===== config.mk =====
export PLATFORM = sky130hd
export DESIGN_NAME = pc_sequencer
export DESIGN_NICKNAME = d
export VERILOG_FILES = /design/src/rtl/pc_sequencer.sv
export SDC_FILE = /design/constraint.sdc
export NUM_CORES = 1
export LEC_CHECK = 0
export BUFFER_PORTS_ARGS = -buffer_cell sky130_fd_sc_hd__buf_2
export CAP_MARGIN = 20
export CORE_ASPECT_RATIO = 0.9
export CORE_UTILIZATION = 50
export DETAILED_ROUTE_END_ITERATION = 6
export HOLD_SLACK_MARGIN = 0.15
export PLACE_DENSITY = 0.78
export SLEW_MARGIN = 15
export SYNTH_ARGS = -nofsm -noshare
export SYNTH_HDL_FRONTEND = slang
export SYNTH_SLANG_ARGS = --single-unit

===== constraint.sdc =====
create_clock -name clk -period 7.5 [get_ports clk]
set_input_delay 0.75 -clock clk [delete_from_list [all_inputs] [get_ports clk]]
set_output_delay 0.75 -clock clk [all_outputs]
set_load 0.1 [all_outputs]

===== src/rtl/pc_sequencer.sv =====
// pc_sequencer: control-flow sequencer for the 8-bit program counter.
// Turns decoded control-flow ops, ALU flags and interrupt requests into
// registered load controls for the counter, and owns the return-address
// stack, a single-level interrupt context and the HALT spin state.
module pc_sequencer #(
    parameter int         DEPTH      = 4,
    parameter logic [7:0] IRQ_VECTOR = 8'hF0
) (
    input  logic       clk,
    input  logic       rst,
    input  logic [7:0] pcAddr,
    input  logic       ctlValid,
    input  logic [2:0] ctlOp,
    input  logic [7:0] ctlTarget,
    input  logic       zeroFlag,
    input  logic       carryFlag,
    input  logic       irq,
    input  logic       irqEnable,
    output logic       loadAddr,
    output logic [7:0] inAddr,
    output logic [3:0] stackDepth,
    output logic       inIsr,
    output logic       halted,
    output logic       stackErr
);

    localparam int         IW        = (DEPTH > 2) ? $clog2(DEPTH) : 1;
    localparam logic [3:0] DEPTH_MAX = 4'(DEPTH);

    localparam logic [2:0] OP_NOP  = 3'b000;
    localparam logic [2:0] OP_JMP  = 3'b001;
    localparam logic [2:0] OP_JZ   = 3'b010;
    localparam logic [2:0] OP_JC   = 3'b011;
    localparam logic [2:0] OP_CALL = 3'b100;
    localparam logic [2:0] OP_RET  = 3'b101;
    localparam logic [2:0] OP_RETI = 3'b110;
    localparam logic [2:0] OP_HALT = 3'b111;

    typedef enum logic {
        ST_RUN  = 1'b0,
        ST_HALT = 1'b1
    } state_t;

    state_t     state, state_next;
    logic       load_q, load_next;
    logic [7:0] addr_q, addr_next;
    logic [3:0] depth_q, depth_next;
    logic       isr_q, isr_next;
    logic       err_q, err_next;
    logic [7:0] halt_addr, halt_addr_next;

    logic [7:0] stack [DEPTH];
    logic          push_en;
    logic [7:0]    push_data;
    logic [IW-1:0] push_idx;
    logic [IW-1:0] pop_idx;
    logic [7:0]    pop_data;
    logic          stack_full;
    logic          stack_empty;
    logic          irq_take;

    assign push_idx    = depth_q[IW-1:0];
    assign pop_idx     = IW'(depth_q - 4'd1);
    assign pop_data    = stack[pop_idx];
    assign stack_full  = (depth_q >= DEPTH_MAX);
    assign stack_empty = (depth_q == 4'd0);

    // An interrupt is only accepted at an instruction boundary that consumes
    // nothing (idle, NOP or HALT) and only when there is room for the resume
    // address; otherwise it simply waits and is looked at again next cycle.
    assign irq_take = irq && irqEnable && !isr_q && !stack_full &&
                      ((state == ST_HALT) || !ctlValid || (ctlOp == OP_NOP));

    // State and registered control outputs, with synchronous reset.
    always_ff @(posedge clk) begin
        if (rst) begin
            state     <= ST_RUN;
            load_q    <= 1'b0;
            addr_q    <= 8'h00;
            depth_q   <= 4'd0;
            isr_q     <= 1'b0;
            err_q     <= 1'b0;
            halt_addr <= 8'h00;
        end else begin
            state     <= state_next;
            load_q    <= load_next;
            addr_q    <= addr_next;
            depth_q   <= depth_next;
            isr_q     <= isr_next;
            err_q     <= err_next;
            halt_addr <= halt_addr_next;
        end
    end

    // Return-stack storage; contents need no reset because depth gates use.
    always_ff @(posedge clk) begin
        if (!rst && push_en) begin
            stack[push_idx] <= push_data;
        end
    end

    // Next-state logic: interrupt entry has priority, then HALT spin, then ops.
    always_comb begin
        state_next     = state;
        load_next      = 1'b0;
        addr_next      = addr_q;
        depth_next     = depth_q;
        isr_next       = isr_q;
        err_next       = err_q;
        halt_addr_next = halt_addr;
        push_en        = 1'b0;
        push_data      = 8'h00;

        if (irq_take) begin
            push_en    = 1'b1;
            push_data  = (state == ST_HALT) ? (halt_addr + 8'd1) : pcAddr;
            depth_next = depth_q + 4'd1;
            load_next  = 1'b1;
            addr_next  = IRQ_VECTOR;
            isr_next   = 1'b1;
            state_next = ST_RUN;
        end else if (state == ST_HALT) begin
            load_next = 1'b1;
            addr_next = halt_addr;
        end else if (ctlValid) begin
            case (ctlOp)
                OP_NOP: begin
                end
                OP_JMP: begin
                    load_next = 1'b1;
                    addr_next = ctlTarget;
                end
                OP_JZ: begin
                    if (zeroFlag) begin
                        load_next = 1'b1;
                        addr_next = ctlTarget;
                    end
                end
                OP_JC: begin
                    if (carryFlag) begin
                        load_next = 1'b1;
                        addr_next = ctlTarget;
                    end
                end
                OP_CALL: begin
                    if (stack_full) begin
                        err_next = 1'b1;
                    end else begin
                        push_en    = 1'b1;
                        push_data  = pcAddr + 8'd1;
                        depth_next = depth_q + 4'd1;
                        load_next  = 1'b1;
                        addr_next  = ctlTarget;
                    end
                end
                OP_RET, OP_RETI: begin
                    if (stack_empty) begin
                        err_next = 1'b1;
                    end else begin
                        depth_next = depth_q - 4'd1;
                        load_next  = 1'b1;
                        addr_next  = pop_data;
                    end
                    if (ctlOp == OP_RETI) begin
                        isr_next = 1'b0;
                    end
                end
                OP_HALT: begin
                    state_next     = ST_HALT;
                    halt_addr_next = pcAddr;
                    load_next      = 1'b1;
                    addr_next      = pcAddr;
                end
                default: begin
                end
            endcase
        end
    end

    // Outputs come straight from registers; halted reflects the FSM state.
    always_comb begin
        loadAddr   = load_q;
        inAddr     = addr_q;
        stackDepth = depth_q;
        inIsr      = isr_q;
        halted     = (state == ST_HALT);
        stackErr   = err_q;
    end

endmodule


* After elaboration in Yosys (flattened, before gate mapping)
Memories as Yosys holds them, arrays and structs flattened. Cells that the tools add are included.
Storage, ports and cells: register bits 24, RAM bits 32, input port bits 26, output and inout port bits 16, word-level logic and storage cells 112, memories kept 1
Cells by class: add/sub/neg operators 4, magnitude comparators 1, equal/unequal tests 20, muxes and demuxes 45, bitwise gates (word level) 2, reductions and logical operators 31
Memory list:
- stack | depth 4, width 8, rd ports 1, clocked after memory_dff 0, wr ports 1, line 52 | logic [7:0] stack [DEPTH];
Operator list (number):
- $mux W8 | 13
- $pmux W8 S6 | 1
- $mux W1 | 23
- $mux W4 | 5
- $ne A3 B3 Y1 const B | 6
- $reduce_and A6 Y1 | 3
- $add A8 B1 Y8 const B | 2
- $ne A4 B4 Y1 const B | 4
- $eq A3 B3 Y1 const B | 4
- $reduce_bool A2 Y1 | 5
- $pmux W4 S2 | 1
- $reduce_and A4 Y1 | 2
- $reduce_bool A8 Y1 | 1
- $reduce_bool A7 Y1 | 1
- $eq A3 B2 Y1 const B | 2
- $reduce_bool A3 Y1 | 2
- $reduce_or A2 Y1 | 3
- $logic_and A1 B1 Y1 | 5
- $pmux W1 S5 | 1
- $reduce_and A5 Y1 | 1
- $add A4 B1 Y4 const B | 1
- $ge A4 B3 Y1 const B | 1
- $logic_not A1 Y1 | 4
- $logic_not A4 Y1 | 1
- other kinds (8) | 11

* Logic depth before layout (Yosys ltp)
Gate-level depths: netlist of the first run.
word-level depth 9, gate-level depth with buffers 10, depth with buffers taken out 7

* Least setup slack after synthesis of the first run
Ideal clock, no wire load.
kind reg2reg, start point reg depth_q[0] (netlist: stackDepth[0]), end point reg addr_q[4] (netlist: inAddr[4]), setup time 0.086 ns, arrival time 3.111 ns, data required time 7.414 ns, setup slack 4.304 ns, stages on the path, launching flop included 11, buffers on the path 3, clock period less this slack 3.196 ns, path through dfxtp_1 > buf_2 > clkinv_1 > ha_1 > buf_6 > buf_12 > mux2i_1 > a21oi_2 > a21oi_1 > or4_1 > a211oi_1
On the way: cells in the longest elaborated chain, start to end 7, elaborated cells between the ends (all ways) 19, those cells by class 1 x add/sub; 1 x order compare; 4 x eq/ne; 5 x mux; 7 x reduce/logical; 1 x memory
RTL lines:
- from (decl) | line 47 | logic [3:0] depth_q, depth_next;
- from (signal assigned) | line 88 | depth_q <= depth_next;
- $sub A4 B1 Y4
- $mem_v2 Z4 W8
- $mux W8 | line 157 | if (stack_empty) begin
- $pmux W8 S6 | line 126 | case (ctlOp)
- $mux W8 | line 125 | end else if (ctlValid) begin
- $mux W8 | line 122 | end else if (state == ST_HALT) begin
- $mux W8 | line 114 | if (irq_take) begin
- to (signal assigned) | line 87 | addr_q <= addr_next;
- to (decl) | line 46 | logic [7:0] addr_q, addr_next;
Parallel ways exist; a longest one is shown, timed or not. The select of a mux whose other input is x is not followed. A chain may end at the register's enable or synchronous reset.

* Worst setup path after layout of the first run
start point reg depth_q[0] (netlist: stackDepth[0]), end point reg addr_q[7] (netlist: inAddr[7])
Same word-level chain as after synthesis.

==> results.py, run 1 <==
metrics = {
    "pwr": {
        "clkPwrFrac_pct": 22.8,
        "p_switching_mw": 0.2985,
        "p_leak_nw": 1.372,
        "power.density_nw_per_um2": 219.8,
        "seqPwrFrac_pct": 45.8,
        "power_frac_comb_pct": 31.4,
        "power.internal_mw": 0.4801,
        "p_sw_share_pct": 38.33,
        "peakVddDrop_mv": 0.1165,
    },
    "grt": {
        "grt_max_degree": 31,
        "overflow": 0,
        "grtUsageTotal_pct": 24.18,
        "antenna_found_initial": 0,
        "grt_pass1_vias": 2518,
        "grt_first_pass_wirelength_um": 12590,
    },
    "route": {
        "drc_errors": 0,
        "drt-vias-per-instance": 6.169,
        "vias": 2807,
        "drtPass1Iterations": 5,
        "wirelength_um": 7932,
        "drtIter0Drc": 264,
        "wl_per_cell_um": 17.43,
        "ant_nets": 0,
    },
    "setup_path": {
        "crit_top_cell": "a21oi_1",
        "slowest_delay_ns": 0.96,
        "cp-start-kind": "flip-flop",
        "worst-path-buf-inv": 1,
        "crit_family": "adder cells",
        "end_kind": "flip-flop",
        "worst_ep_required_time_ns": 7.72,
        "cp.arrival_ns": 3.87,
        "path_cells": "clkinv_1 > ha_1 > mux2i_1 > a21oi_1 > a21oi_1 > or4_1 > a211oi_1",
        "path_class": "reg2reg",
        "crit_slowest_cell": "ha_1",
        "critPathMaxFanout": 20,
    },
    "timing": {
        "relSlewSlack_pct": 31.00,
        "rsz0062_at_grt": "false",
        "fmax_ghz": 0.2740,
        "final.min_clock_period_ns": 3.650,
        "skew_ns": 0.01493,
        "slew_violations": 0,
        "setup_violations": 0,
        "hold_viol": 0,
        "worst_slew_pin_slew_ns": 1.030,
        "fin_crit_sh_pct": 48.67,
        "tns_ns": 0,
    },
    "synth": {
        "syn_inst": 337,
        "ys_async_sr_fraction_pct": 0,
        "syn_area_um2": 3258,
        "yosysWarnings": 0,
        "synth_enable_flop_cells": 32,
        "ys_seq_area_share_pct": 44.24,
        "yosys_most_used_dff": "edfxtp_1",
        "synth_area_per_cell_um2": 9.668,
        "ys_types": 57,
        "synth_seq_cells": 56,
        "syn-num-nets": 369,
    },
    "finish": {
        "final_nets": 399,
        "post-route-cell-area_um2": 3542,
        "final_cells": 455,
        "diodes": 0,
        "utilization_pct": 56.98,
        "final_common_cell": "buf_2",
        "mostFrequentLayoutCells": "buf_2 (41), nor2_1 (38), a21oi_1 (32), edfxtp_1 (32), nand2_1 (26)",
        "drive_gt1_share_pct": 16.58,
        "syn2layout_area_growth_pct": 8.717,
    },
    "die": {
        "initial_core_util_pct": 52.42,
        "ios": 42,
        "die-area_um2": 6844,
        "fp.coreArea_um2": 6216,
        "num_rows": 27,
        "die_h_um": 78.58,
        "die_w_um": 87.09,
    },
    "clocking": {
        "cts.path.max_buffers": 2,
        "cts_setup_buffers": 0,
        "path_clk_slew_ns": 0.10,
        "cts.repair.resized": 0,
        "root_buffer": "clkbuf_8",
        "hold_buffers": 0,
        "cts-buffers-inserted": 5,
        "worstSkewPairLatency_ns": 0.32,
        "clkSinkCount": 56,
        "cts_tree": "yes",
        "htreeDepth": 2,
    },
    "placement": {
        "place_hpwl_um": 5850,
        "dp_cells": 447,
        "placed_cell_area_um2": 3447,
        "io_buffers": 41,
        "place_congestion": 0.8637,
    },
    "worst_hold_path": {
        "min_path_type": "reg2reg",
    },
    "run_status": {
        "status": "completed",
    },
    "job": {
        "max-cap-violations": 0,
    },
}
[area by class of cell]
| cell class | instances | area, um^2 |
|---|---|---|
| clock buffer | 5 | 68.82 |
| clock inverter | 3 | 26.28 |
| fill | 572 | 2674 |
| inverter | 9 | 33.78 |
| multi-input combinational | 253 | 1650 |
| sequential | 56 | 1441 |
| tap | 87 | 108.9 |
| timing repair buffer | 42 | 212.7 |
[worst min-delay path: cells and delay by family, from the launching register on]
family             cells  cell delay [ns]
and+or+nand+nor        1             0.07
DFF                    1             0.35
AOI/OAI and AO/OA      1             0.04
[synthesized netlist by cell type, types with 3 or more instances]
cell type	instances	share of area [%]
nand2b_1	3	0.58
nand2_1	26	3.0
xor2_1	5	1.3
and2_1	4	0.77
nand4_1	3	0.58
or4_1	7	1.6
clkbuf_1	5	0.58
and3_1	7	1.3
a21o_1	5	1.2
a2111oi_0	3	0.81
a31oi_1	6	1.2
nor2_1	38	4.4
buf_2	6	0.92
buf_6	4	1.4
nor3_1	7	1.1
edfxtp_1	32	29
mux2i_1	24	7.4
a21oi_1	32	4.9
o21ai_0	14	2.2
nor2b_1	5	0.96
inv_1	8	0.92
ha_1	6	2.3
nand3_1	11	1.7
o221ai_1	4	1.1
dfxtp_1	24	15
xnor2_1	4	1.1
a211oi_1	8	1.8
[metrics by stage]
stage / hold slack (ns) / power (mW) / setup WS [ns]
final: 0.4928 / 0.7786 / 3.850
after global routing: 0.5210 / 0.8150 / 3.608
after CTS: 0.5097 / 0.7812 / 3.871
after detailed placement: 0.4837 / 0.6055 / 3.920
after global placement: 0.4630 / 0.6015 / 4.110
after floorplan: 0.4945 / 0.5659 / 4.304
[power groups by stage]
stage / sequential, mW / clock [mW] / combinational (mW)
global route: 0.358 / 0.194 / 0.263
global placement: 0.362 / 0 / 0.240
detailed placement: 0.363 / 0 / 0.243
finish: 0.356 / 0.177 / 0.245
CTS: 0.356 / 0.182 / 0.243
floorplan: 0.429 / 0 / 0.136
[state kept, by name (all words and copies together), names as in the netlist]
register	count
stack	32
stackDepth	4
inIsr	1
halt_addr	8
halted	1
loadAddr	1
stackErr	1
inAddr	8
[worst paths after layout]
| check | startpoint | endpoint | slack (ns) | cells past startpoint |
|---|---|---|---|---|
| min reg2reg | stackErr | stackErr | 0.49 | 2 |
| min | stackErr | stackErr | 0.49 | 2 |
| max | stackDepth[0] | inAddr[7] | 3.85 | 7 |
| max reg2reg | stackDepth[0] | inAddr[7] | 3.85 | 7 |
[cell families after synthesis]
logic type      share of synthesized area, %
xor+xnor                               2.419
flops                                  44.24
simple gates                           19.05
compound gates                         18.36
mux                                    8.525
buf+inv                                5.108
fa+ha+maj                              2.304
[metal layers]
| layer | vias to the layer above | track usage (%) | routed length (um) |
|---|---|---|---|
| li1 | 1315 | - | - |
| met1 | 1330 | 33.40 | 3408 |
| met2 | 153 | 39.61 | 3794 |
| met3 | 9 | 4.837 | 679 |
| met4 | 0 | 4.590 | 49 |
| met5 | - | 0 | 0 |
(Power assumes the default switching activity.)
==> inputs of run 2 (changes only) <==
--- a/config.mk
+++ b/config.mk
@@ -11,7 +11,7 @@
 export CORE_UTILIZATION = 50
 export DETAILED_ROUTE_END_ITERATION = 6
 export HOLD_SLACK_MARGIN = 0.15
-export PLACE_DENSITY = 0.78
+export PLACE_DENSITY = 0.8
 export SLEW_MARGIN = 15
 export SYNTH_ARGS = -nofsm -noshare
 export SYNTH_HDL_FRONTEND = slang
==> constraint.sdc (replaced) <==
create_clock -name clk -period 3.1 [get_ports clk]
set_input_delay 0.31 -clock clk [delete_from_list [all_inputs] [get_ports clk]]
set_output_delay 0.31 -clock clk [all_outputs]
set_load 0.1 [all_outputs]
==> run 2 against run 1 <==
Effect of this change:
- fmax grew 34%
- largest power group unchanged
- via count rose by 1.4%
- final cell count up 1.1%
- clock skew is 0.0031 ns lower
- clock power grew to 2.5 times the previous value
- sequential share of layout area fell by 0.43 points
- largest cell class unchanged
- worst hold slack got worse by 0.22 ns
- flip-flop and latch count unchanged
- critical endpoint is now inAddr[1]
- register-to-register slack got worse by 3.5 ns
==> results.py, run 2 (synthesized netlist as in run 1, its figures left out) <==
metrics = {
    "route": {
        "vias": 2845,
        "drtIter0Drc": 347,
        "wirelength_um": 8103,
        "drc_errors": 0,
        "drtPass1Iterations": 6,
        "wl_per_cell_um": 17.62,
        "drt-vias-per-instance": 6.185,
        "ant_nets": 0,
    },
    "grt": {
        "grtUsageTotal_pct": 25.01,
        "antenna_found_initial": 0,
        "overflow": 0,
        "grt_first_pass_wirelength_um": 13040,
        "grt_max_degree": 24,
        "grt_pass1_vias": 2704,
    },
    "clocking": {
        "clkSinkCount": 56,
        "cts.path.max_buffers": 2,
        "cts_setup_buffers": 0,
        "htreeDepth": 2,
        "cts-buffers-inserted": 5,
        "hold_buffers": 0,
        "cts_tree": "yes",
        "cts.repair.resized": 0,
        "worstSkewPairLatency_ns": 0.33,
        "path_clk_slew_ns": 0.11,
        "root_buffer": "clkbuf_8",
    },
    "placement": {
        "place_ws_ns": 0.4354,
        "place_hpwl_um": 6065,
        "dp_cells": 452,
        "io_buffers": 41,
        "place_congestion": 0.8722,
    },
    "pwr": {
        "p_leak_nw": 1.398,
        "power.density_nw_per_um2": 534.0,
        "p_switching_mw": 0.7409,
        "power.internal_mw": 1.173,
        "peakVddDrop_mv": 0.2768,
        "clkPwrFrac_pct": 23.3,
        "finalPower_mw": 1.913,
        "power_frac_comb_pct": 31.7,
        "p_sw_share_pct": 38.72,
        "seqPwrFrac_pct": 44.9,
    },
    "die": {
        "initial_core_util_pct": 52.42,
        "num_rows": 27,
        "fp.coreArea_um2": 6216,
        "die-area_um2": 6844,
        "die_w_um": 87.09,
        "ios": 42,
        "die_h_um": 78.58,
    },
    "timing": {
        "skew_ns": 0.01180,
        "relSlewSlack_pct": 33.28,
        "slew_violations": 0,
        "worst_slew_pin_slew_ns": 0.9964,
        "layout_setup_ws_ns": 0.3707,
        "final.min_clock_period_ns": 2.729,
        "rsz0062_at_grt": "false",
        "tns_ns": 0,
        "fmax_ghz": 0.3664,
        "hold_viol": 0,
        "fin_crit_sh_pct": 88.04,
        "holdWs_ns": 0.2725,
        "setup_violations": 0,
    },
    "finish": {
        "multi_input_area_um2": 1650,
        "largest_reg_flops": 32,
        "regMostFlops": "stack",
        "diodes": 0,
        "final_cells": 460,
        "drive_gt1_share_pct": 17.96,
        "final_common_cell": "buf_2",
        "syn2layout_area_growth_pct": 9.985,
        "final_nets": 404,
        "seqCellArea_um2": 1443,
        "mostFrequentLayoutCells": "buf_2 (41), nor2_1 (38), a21oi_1 (32), edfxtp_1 (32), nand2_1 (26)",
        "num-fill-cells": 573,
    },
    "job": {
        "max-cap-violations": 0,
    },
    "setup_path": {
        "slowest_delay_ns": 0.59,
        "r2r_start": "stackDepth[0]",
        "critPathMaxFanout": 20,
        "worst_ep_required_time_ns": 3.34,
        "cp.arrival_ns": 2.97,
        "rrSetupSlack_ns": 0.37,
        "path_cells": "clkinv_1 > ha_1 > buf_4 > mux2i_1 > nor3_1 > a2111oi_0 > or4_1 > a211oi_1",
        "crit_slowest_cell": "dfxtp_2",
        "crit_family": "simple AND/OR/NAND/NOR gates",
        "cp-startpoint": "stackDepth[0]",
        "end_kind": "flip-flop",
        "worst-path-buf-inv": 2,
        "path_class": "reg2reg",
        "cp-start-kind": "flip-flop",
    },
    "worst_hold_path": {
        "min_path_type": "in2reg",
        "hp-start": "pcAddr[7]",
    },
    "run_status": {
        "status": "completed",
    },
}
run 2: changes by cell type in the layout (fill, tap and decap cells not counted), sizes merged:
cell  change
buf       +5
run 2: worst min-delay path, delay by kind of cell:
family,cells,cell delay (ns)
simple gates,1,0.07
buf+inv,1,0.12
mux,1,0.07
run 2: final cells by class:
cell class | instances | share of cell area, %
Clock inverter | 3 | 0.8031
Inverter | 9 | 0.9427
Multi-Input combinational cell | 253 | 46.05
Clock buffer | 5 | 1.920
Sequential cell | 56 | 40.26
Tap cell | 87 | 3.038
Timing Repair Buffer | 47 | 6.983
run 2: worst paths after layout:
kind / end / depth (start not counted)
max: inAddr[1] / 8
min: halt_addr[7] / 3
max reg2reg: inAddr[1] / 8
min reg2reg: stackErr / 2
run 2: power groups by stage:
stage | registers [mW] | logic [mW] | clock network (mW)
after floorplan | 1.04 | 0.330 | 0
after global placement | 0.874 | 0.591 | 0
after detailed placement | 0.876 | 0.600 | 0
after CTS | 0.859 | 0.602 | 0.449
after global routing | 0.866 | 0.647 | 0.476
final | 0.860 | 0.607 | 0.446
run 2: routing by layer:
metal	part of all wire, %	up-vias	GRT usage [%]	wire (um)
met2	46	146	40.63	3705
met4	2.9	0	9.836	233
met1	43	1357	33.58	3489
met5	0	-	0	0
met3	8.3	20	3.680	675
li1	-	1322	-	-
run 2: stage by stage:
stage	utilization, %	instance area (um^2)
final	57.65	3583
after global routing	57.65	3583
after CTS	57.65	3583
after detailed placement	56.08	3486
after global placement	56.08	3486
after floorplan	-	3259
